### src/rtl/match_event_logger.sv
`default_nettype none
// ============================================================================
// Module   : match_event_logger
// Purpose  : Stamps each single-cycle detector match with a free-running
//            cycle timestamp and queues it in a small show-ahead FIFO that a
//            host drains via valid/ready. Saturating counters track total
//            matches and matches lost to overflow.
// Ports    :
//   clk          in   1          rising-edge clock
//   rst          in   1          synchronous active-high reset
//   match        in   1          detector pulse, one event per high cycle
//   ev_ready     in   1          consumer accepts head entry
//   ev_valid     out  1          FIFO non-empty
//   ev_ts        out  TS_WIDTH   timestamp of oldest queued event
//   level        out  AW+1       occupancy 0..DEPTH
//   full         out  1          level == DEPTH
//   match_count  out  CNT_WIDTH  total push attempts, saturating
//   drop_count   out  CNT_WIDTH  dropped pushes, saturating
// Revision : 1.0  initial release
// ============================================================================
module match_event_logger #(
  parameter int TS_WIDTH  = 16,
  parameter int DEPTH     = 4,
  parameter int CNT_WIDTH = 8
) (
  input  logic                       clk,
  input  logic                       rst,
  input  logic                       match,
  input  logic                       ev_ready,
  output logic                       ev_valid,
  output logic [TS_WIDTH-1:0]        ev_ts,
  output logic [$clog2(DEPTH):0]     level,
  output logic                       full,
  output logic [CNT_WIDTH-1:0]       match_count,
  output logic [CNT_WIDTH-1:0]       drop_count
);

  localparam int C_AW = $clog2(DEPTH);
  localparam int C_LW = C_AW + 1;

  logic [TS_WIDTH-1:0]  mem_q [DEPTH];
  logic [TS_WIDTH-1:0]  ts_q, ts_d;
  logic [C_AW-1:0]      wr_ptr_q, wr_ptr_d;
  logic [C_AW-1:0]      rd_ptr_q, rd_ptr_d;
  logic [C_LW-1:0]      level_q, level_d;
  logic [CNT_WIDTH-1:0] match_cnt_q, match_cnt_d;
  logic [CNT_WIDTH-1:0] drop_cnt_q, drop_cnt_d;

  logic w_valid;
  logic w_full;
  logic w_pop;
  logic w_push_ok;
  logic w_drop;

  assign w_valid = (level_q != '0);
  assign w_full  = (level_q == C_LW'(DEPTH));
  assign w_pop   = w_valid && ev_ready;
  // A pop at the same edge frees the slot, so a full FIFO can still accept.
  assign w_push_ok = match && (!w_full || w_pop);
  assign w_drop    = match && !w_push_ok;

  always_comb begin
    ts_d        = ts_q + TS_WIDTH'(1);
    wr_ptr_d    = wr_ptr_q;
    rd_ptr_d    = rd_ptr_q;
    level_d     = level_q;
    match_cnt_d = match_cnt_q;
    drop_cnt_d  = drop_cnt_q;

    if (w_push_ok) wr_ptr_d = wr_ptr_q + C_AW'(1);
    if (w_pop)     rd_ptr_d = rd_ptr_q + C_AW'(1);

    case ({w_push_ok, w_pop})
      2'b10:   level_d = level_q + C_LW'(1);
      2'b01:   level_d = level_q - C_LW'(1);
      default: level_d = level_q;
    endcase

    if (match && (match_cnt_q != '1)) match_cnt_d = match_cnt_q + CNT_WIDTH'(1);
    if (w_drop && (drop_cnt_q != '1)) drop_cnt_d  = drop_cnt_q + CNT_WIDTH'(1);
  end

  always_ff @(posedge clk) begin
    if (rst) begin
      ts_q        <= '0;
      wr_ptr_q    <= '0;
      rd_ptr_q    <= '0;
      level_q     <= '0;
      match_cnt_q <= '0;
      drop_cnt_q  <= '0;
    end else begin
      ts_q        <= ts_d;
      wr_ptr_q    <= wr_ptr_d;
      rd_ptr_q    <= rd_ptr_d;
      level_q     <= level_d;
      match_cnt_q <= match_cnt_d;
      drop_cnt_q  <= drop_cnt_d;
    end
  end

  // Storage is not reset; stale contents are hidden by gating ev_ts when empty.
  // When full with a simultaneous pop, wr_ptr equals rd_ptr: the head slot is
  // being vacated this edge, so overwriting it with the new tail is safe.
  always_ff @(posedge clk) begin
    if (!rst && w_push_ok) mem_q[wr_ptr_q] <= ts_q;
  end

  assign ev_valid    = w_valid;
  assign ev_ts       = w_valid ? mem_q[rd_ptr_q] : '0;
  assign level       = level_q;
  assign full        = w_full;
  assign match_count = match_cnt_q;
  assign drop_count  = drop_cnt_q;

endmodule
`default_nettype wire

### config.mk
export PLATFORM = sky130hd
export DESIGN_NAME = match_event_logger
export DESIGN_NICKNAME = d
export VERILOG_FILES = /design/src/rtl/match_event_logger.sv
export SDC_FILE = /design/constraint.sdc
export NUM_CORES = 1
export LEC_CHECK = 0
export ABC_AREA = 1
export BUFFER_PORTS_ARGS = -buffer_cell sky130_fd_sc_hd__buf_2
export CAP_MARGIN = 20
export CORE_MARGIN = 4
export CORE_UTILIZATION = 56
export CTS_BUF_LIST = sky130_fd_sc_hd__clkbuf_4 sky130_fd_sc_hd__clkbuf_8
export CTS_CLUSTER_DIAMETER = 100
export DETAILED_ROUTE_END_ITERATION = 8
export PLACE_DENSITY = 0.82
export SYNTH_ARGS = -nofsm -noshare
export SYNTH_HDL_FRONTEND = slang
export SYNTH_SLANG_ARGS = --single-unit
### constraint.sdc
create_clock -name clk -period 3.7 [get_ports clk]
set_input_delay 1.11 -clock clk [delete_from_list [all_inputs] [get_ports clk]]
set_output_delay 1.11 -clock clk [all_outputs]
set_load 0.05 [all_outputs]
Word-level counts from Yosys, hierarchy flattened:

Memories as Yosys holds them, arrays and structs flattened. A register that Yosys moved wholly into a read port is not among the register bits.
Cells that the tools add are included.

* memories kept: 1
* word-level logic and storage cells: 37
* input bits: 4
* memory bits (writable): 64
* output and inout bits: 37
* register bits: 39

Memories
* mem_q: depth 4, width 16, rd ports 1, clocked after memory_dff 1, write ports 1, RTL line 41 `logic [TS_WIDTH-1:0] mem_q [DEPTH];`

* equal/unequal tests: 5
* add/subtract/negate cells: 7
* muxes and demuxes: 6
* reductions and logical operators: 12

Operators by type and width (count)
* $add 16x1->16 const B: 1
* $add 8x1->8 const B: 2
* $mux 16: 1
* $ne 8x8->1 const B: 2
* $logic_and 1x1->1: 6
* $pmux 3 s2: 1
* $add 2x1->2 const B: 2
* $mux 2: 2
* $add 3x1->3 const B: 1
* $eq 3x3->1 const B: 1
* $logic_not 1->1: 3
* $reduce_bool 3->1: 1
* $sub 3x1->3 const B: 1
* $eq 2x1->1 const B: 1
* $eq 2x2->1 const B: 1
* $mux 1: 2
* $reduce_bool 2->1: 1
* $logic_or 1x1->1: 1

Logic depth before layout (Yosys ltp):

Gate-level depths: netlist of run 1.

* depth after elaboration: 7
* mapped depth: 11

Worst setup path after synthesis of run 1:

OpenSTA, ideal clock, no wires.

* path type: reg-to-output
* start point: register level_q[2], in the netlist level[2]
* end point: output port ev_ts[10]
* arrival time: 2220 ps
* setup slack: 370 ps
* required time: 2590 ps
* stages on the path, launching flop included: 6
* path through: dfxtp_1 > inv_1 > nand2_2 > inv_1 > buf_2 > a21oi_1

* word-level cells in the longest chain between the ends: 2

RTL lines
* from (decl): RTL line 45 `logic [C_LW-1:0] level_q, level_d;`
* from (signal assigned): RTL line 95 `level_q <= level_d;`
* $reduce_bool 3->1: RTL line 55 `assign w_valid = (level_q != '0);`
* via ev_valid: RTL line 30 `output logic ev_valid,`
* $mux 16: RTL line 109 `assign ev_ts = w_valid ? mem_q[rd_ptr_q] : '0;`
* to (decl): RTL line 31 `output logic [TS_WIDTH-1:0] ev_ts,`

The timed path passes the listed nets, and every way through them passes these cells.

==> results.yml, run 1 <==
run_status:
  status: "finished, final reports clean"
placed_design:
  gp_congestion: 0.8315
  place_ws_ns: 0.7467
  place_hpwl_um: 5941
  numPortBuffers: 40
  post-place-cells: 631
  place_area_um2: 4921
setup_path:
  rrSetupSlack_ns: 1.86
  required_ns: 2.59
  cp_max_fo: 32
  path_class: "register to output port"
  rr_worst_depth: 10
  critPathLaunchType: "register"
  r2r-end: "level[2]"
  timing.rr.start: "level[2]"
  critPathArrivalTime_ns: 2.24
  endpoint_kind: "output port"
min_path:
  hold_depth: 2
  holdPathEnd: "match_count[2]"
  min-delay-path-class: "register to register"
  holdCritStartpoint: "match_count[2]"
synthesis:
  async_flop_share_pct: 0
  synth-seq-cells: 105
  synth_area_um2: 4611
  synth_warnings: 0
  synth_nets: 508
  synthCells: 496
  syn_area_per_cell_um2: 9.296
  synth_flop_cell: "edfxtp_1"
  yosys.cell_types.count: 33
  synth-seq-area-share_pct: 59.48
  synth_edf_count: 64
cts:
  tritoncts: "done"
  path_clk_slew_ns: 0.10
  clock_latency_ns: 0.37
  cts_root_buffer: "clkbuf_8"
  cts_inserted_buffers: 9
  clockBufferDepth: 2
  holdBufCountCts: 0
  cts_setup_buffers: 0
  htreeDepth: 3
  cts_sinks: 105
  cts_resized: 0
grt:
  grt_pass1_vias: 3252
  grt_pass1_wl_um: 14880
  grt_overflow: 0
  antenna_found_initial: 0
  grt_max_degree: 33
  track_usage_pct: 19.00
timing:
  worstMarginPinSlew_ns: 0.5703
  hold_viol: 0
  period_minus_slack_ns: 3.346
  max_slew_margin_pct: 61.93
  skew_ns: 0.01128
  max_clock_freq_ghz: 0.2988
  worst_slack_ns: 0.3537
  drv_slew: 0
  rsz0062_at_grt: "false"
  setup_viol: 0
  whs_ns: 0.5056
  tns_ns: 0
  fin_crit_sh_pct: 90.44
routing:
  viasPerCell: 5.150
  drt-initial-drc-count: 207
  drc: 0
  num_vias: 3332
  ant_nets: 0
  wl_um: 8714
  firstDrtPassIters: 4
  avgRoutedWirePerCell_um: 13.47
floorplan:
  core_area_um2: 7848
  die-width_um: 98.74
  start_util_pct: 58.75
  ioPinCount: 41
  die_h_um: 98.74
  rows: 32
  dieArea_um2: 9749
finish:
  antenna_cells: 0
  design_area_um2: 5127
  fin_nets: 552
  final_common_cell: "nor2_1"
  final_cells: 647
  layout_common_cells: "nor2_1 (99), nand2_1 (65), edfxtp_1 (64)"
  areaGrowthSynthToFinish_pct: 11.21
  final_core_util_pct: 65.34
  multiInputGateArea_um2: 1588
  drive_above_1_share_pct: 14.68
  nFillCells: 633
  seq_area_um2: 2743
pwr:
  total_power_mw: 2.723
  p_per_area_nw_per_um2: 531.1
  peakVddDrop_mv: 0.2504
  leakage_nw: 2.031
job:
  maxCapViolCount: 0
registers in the layout (all words and copies together) (netlist names), named ones only:
name / cells
mem_q: 64
level: 3
drop_count: 8
rd_ptr_q: 2
match_count: 8
wr_ptr_q: 2
ts_q: 16
synth_stat cells (2+ instances only):
master | count | share of area (%)
nor2_1 | 99 | 8.1
nand2_1 | 65 | 5.3
edfxtp_1 | 64 | 42
inv_1 | 51 | 4.2
o21ai_0 | 45 | 4.9
a21oi_1 | 41 | 4.5
dfxtp_1 | 41 | 18
nand3_1 | 19 | 2.1
nand4_1 | 10 | 1.4
ha_1 | 7 | 1.9
xor2_1 | 7 | 1.3
buf_2 | 6 | 0.65
clkbuf_1 | 5 | 0.41
nor3_1 | 5 | 0.54
nand2_2 | 4 | 0.54
nor2_2 | 3 | 0.41
nor2_4 | 3 | 0.73
and3_1 | 2 | 0.27
clkbuf_2 | 2 | 0.22
inv_2 | 2 | 0.16
nand4_2 | 2 | 0.54
o21a_1 | 2 | 0.33
worst max path at each step:
stage / start / to / slack [ns] / depth (start not counted)
finish: register / ev_ts[12] / 0.35 / 6
global route: register / ev_ts[5] / 0.07 / 5
CTS: register / ev_ts[0] / 0.33 / 5
detailed placement: register / ev_ts[0] / 0.75 / 5
global placement: register / ev_ts[0] / 0.80 / 5
floorplan: level[2] / ev_ts[10] / 0.37 / 5
report_power, final:
group          switching (mW)  leakage (nW)  internal (mW)
clock                   0.393         0.103          0.331
combinational           0.527          1.00          0.154
sequential             0.0418         0.925           1.28
total                   0.962          2.03           1.76
layout make-up:
| class | instances | share of cell area [%] |
|---|---|---|
| tap | 102 | 2.489 |
| timing repair buffer | 48 | 5.076 |
| clock buffer | 10 | 2.562 |
| clock inverter | 6 | 1.464 |
| sequential | 105 | 53.49 |
| multi-input combinational | 322 | 30.97 |
| inverter | 54 | 3.953 |
worst max-delay path: stages (launching register included):
cell and delay (ns):
dfxtp_1 0.67, buf_4 0.25, inv_1 0.04, buf_4 0.22, o21ai_0 0.32, a21oi_1 0.11
buf_2 0.24
layer usage:
| layer | global-route usage [%] | share of wire (%) | vias to the layer above |
|---|---|---|---|
| met2 | 31.41 | 46 | 89 |
| met4 | 7.773 | 2.1 | 0 |
| met5 | 0 | 0 | - |
| met1 | 24.98 | 46 | 1495 |
| li1 | - | - | 1730 |
| met3 | 3.185 | 5.1 | 18 |
logic make-up after synthesis:
| kind of cell | share of synthesized area (%) |
|---|---|
| compound gates | 10.64 |
| simple gates | 19.95 |
| fa+ha+maj | 2.334 |
| xor+xnor | 1.520 |
| flops | 59.48 |
| buf+inv | 6.079 |
Note: power is estimated with default switching activity, not from simulation.
==> run 2, diff against run 1 <==
==> constraint.sdc (replaced) <==
create_clock -name clk -period 3.7 [get_ports clk]
set_input_delay 0.555 -clock clk [delete_from_list [all_inputs] [get_ports clk]]
set_output_delay 0.555 -clock clk [all_outputs]
set_load 0.05 [all_outputs]
==> results.yml, run 2 (synthesis results as in run 1) <==
min_path:
  min-delay-path-class: "register to register"
  hold_depth: 2
floorplan:
  rows: 32
  ioPinCount: 41
  die_h_um: 98.74
  core_area_um2: 7848
  dieArea_um2: 9749
  start_util_pct: 58.75
  die-width_um: 98.74
timing:
  setup_viol: 0
  worstMarginPinSlew_ns: 0.7856
  max_slew_margin_pct: 47.57
  period_minus_slack_ns: 2.825
  skew_ns: 0.006161
  whs_ns: 0.5069
  rsz0062_at_grt: "false"
  drv_slew: 0
  fin_crit_sh_pct: 76.34
  hold_viol: 0
  max_clock_freq_ghz: 0.3540
  tns_ns: 0
placed_design:
  gp_congestion: 0.8454
  place_hpwl_um: 6153
  numPortBuffers: 40
  place_area_um2: 4898
cts:
  cts_resized: 0
  cts_root_buffer: "clkbuf_8"
  holdBufCountCts: 0
  htreeDepth: 3
  cts_setup_buffers: 0
  tritoncts: "done"
  clockBufferDepth: 2
  cts_inserted_buffers: 9
  clock_latency_ns: 0.36
  cts_sinks: 105
  path_clk_slew_ns: 0.10
routing:
  drt-initial-drc-count: 250
  firstDrtPassIters: 4
  avgRoutedWirePerCell_um: 13.78
  wl_um: 8873
  viasPerCell: 5.300
  ant_nets: 0
  num_vias: 3413
  drc: 0
grt:
  gr-usage-met2_pct: 30.32
  antenna_found_initial: 0
  grt_use_met1_pct: 25.12
  grt_max_degree: 34
  track_usage_pct: 18.88
  grt.busiest_layer: "met2"
  grt_pass1_vias: 3255
  grt_overflow: 0
  grtUsageMet3_pct: 4.742
  grt_pass1_wl_um: 14790
finish:
  antenna_cells: 0
  layout_common_cells: "nor2_1 (99), nand2_1 (65), edfxtp_1 (64)"
  largest_reg_flops: 64
  final_common_cell: "nor2_1"
  drive_above_1_share_pct: 14.21
  top_register: "mem_q"
  fin_nets: 549
  areaGrowthSynthToFinish_pct: 10.72
  final_core_util_pct: 65.05
  design_area_um2: 5105
  largest_registers: "mem_q: 64 flops, ts_q: 16 flops"
setup_path:
  path_class: "register to output port"
  crit_path_cell_trace: "buf_4 -> inv_1 -> o21ai_0 -> a21oi_1 -> buf_2"
  rr_worst_depth: 10
  critPathLaunchType: "register"
  cp_slowest_cell: "inv_1"
  slowest_delay_ns: 0.62
  cp_max_fo: 33
  critPathArrivalTime_ns: 2.27
  endpoint_kind: "output port"
  required_ns: 3.14
pwr:
  leakage_nw: 2.016
  total_power_mw: 2.710
  p_per_area_nw_per_um2: 530.8
  peakVddDrop_mv: 0.2196
run_status:
  status: "finished, final reports clean"
job:
  maxCapViolCount: 0
run 2: cell types whose count changed in the layout (fill, tap and decap cells not counted), sizes merged:
| cell | previous run | this run |
|---|---|---|
| clkinv | 2 | 3 |
| buf | 48 | 45 |
| inv | 56 | 55 |
run 2: per-layer routing:
| layer | share of wire (%) | wire length (um) |
|---|---|---|
| met1 | 43 | 3816 |
| met2 | 48 | 4294 |
| met3 | 6.9 | 609 |
| met4 | 1.7 | 153 |
| met5 | 0 | 0 |
run 2: stage by stage:
step | worst slack, ns | instances
2_1_floorplan | 0.9249 | 496
3_3_place_gp | 1.325 | 628
3_5_place_dp | 1.269 | 628
4_1_cts | 0.8590 | 644
5_1_grt | 0.6831 | 644
6_report | 0.8754 | 644
run 2: final cells by class:
cell class | count | area, um2
Clock inverter | 6 | 75.07
Tap cell | 102 | 127.6
Inverter | 54 | 202.7
Sequential cell | 105 | 2743
Timing Repair Buffer | 45 | 237.7
Fill cell | 651 | 2743
Multi-Input combinational cell | 322 | 1588
Clock buffer | 10 | 131.4
run 2: critical path, delay by kind of cell (launching register included):
kind,cells,cell delay [ns]
buffers and inverters,3,1.13
AO/OA/AOI/OAI,2,0.47
flip-flops,1,0.31
run 2: power by group:
part | switching (mW) | internal (mW)
clock network | 0.388 | 0.330
logic | 0.537 | 0.148
registers | 0.0312 | 1.28
total | 0.956 | 1.75
run 2: path summary, 6_finish.rpt:
kind                  startpoint             end  slack, ns
setup / recovery        register        ev_ts[5]       0.88
setup reg to reg        level[2]        level[2]       1.86
hold reg to reg   match_count[2]  match_count[2]       0.51
hold / removal    match_count[2]  match_count[2]       0.51
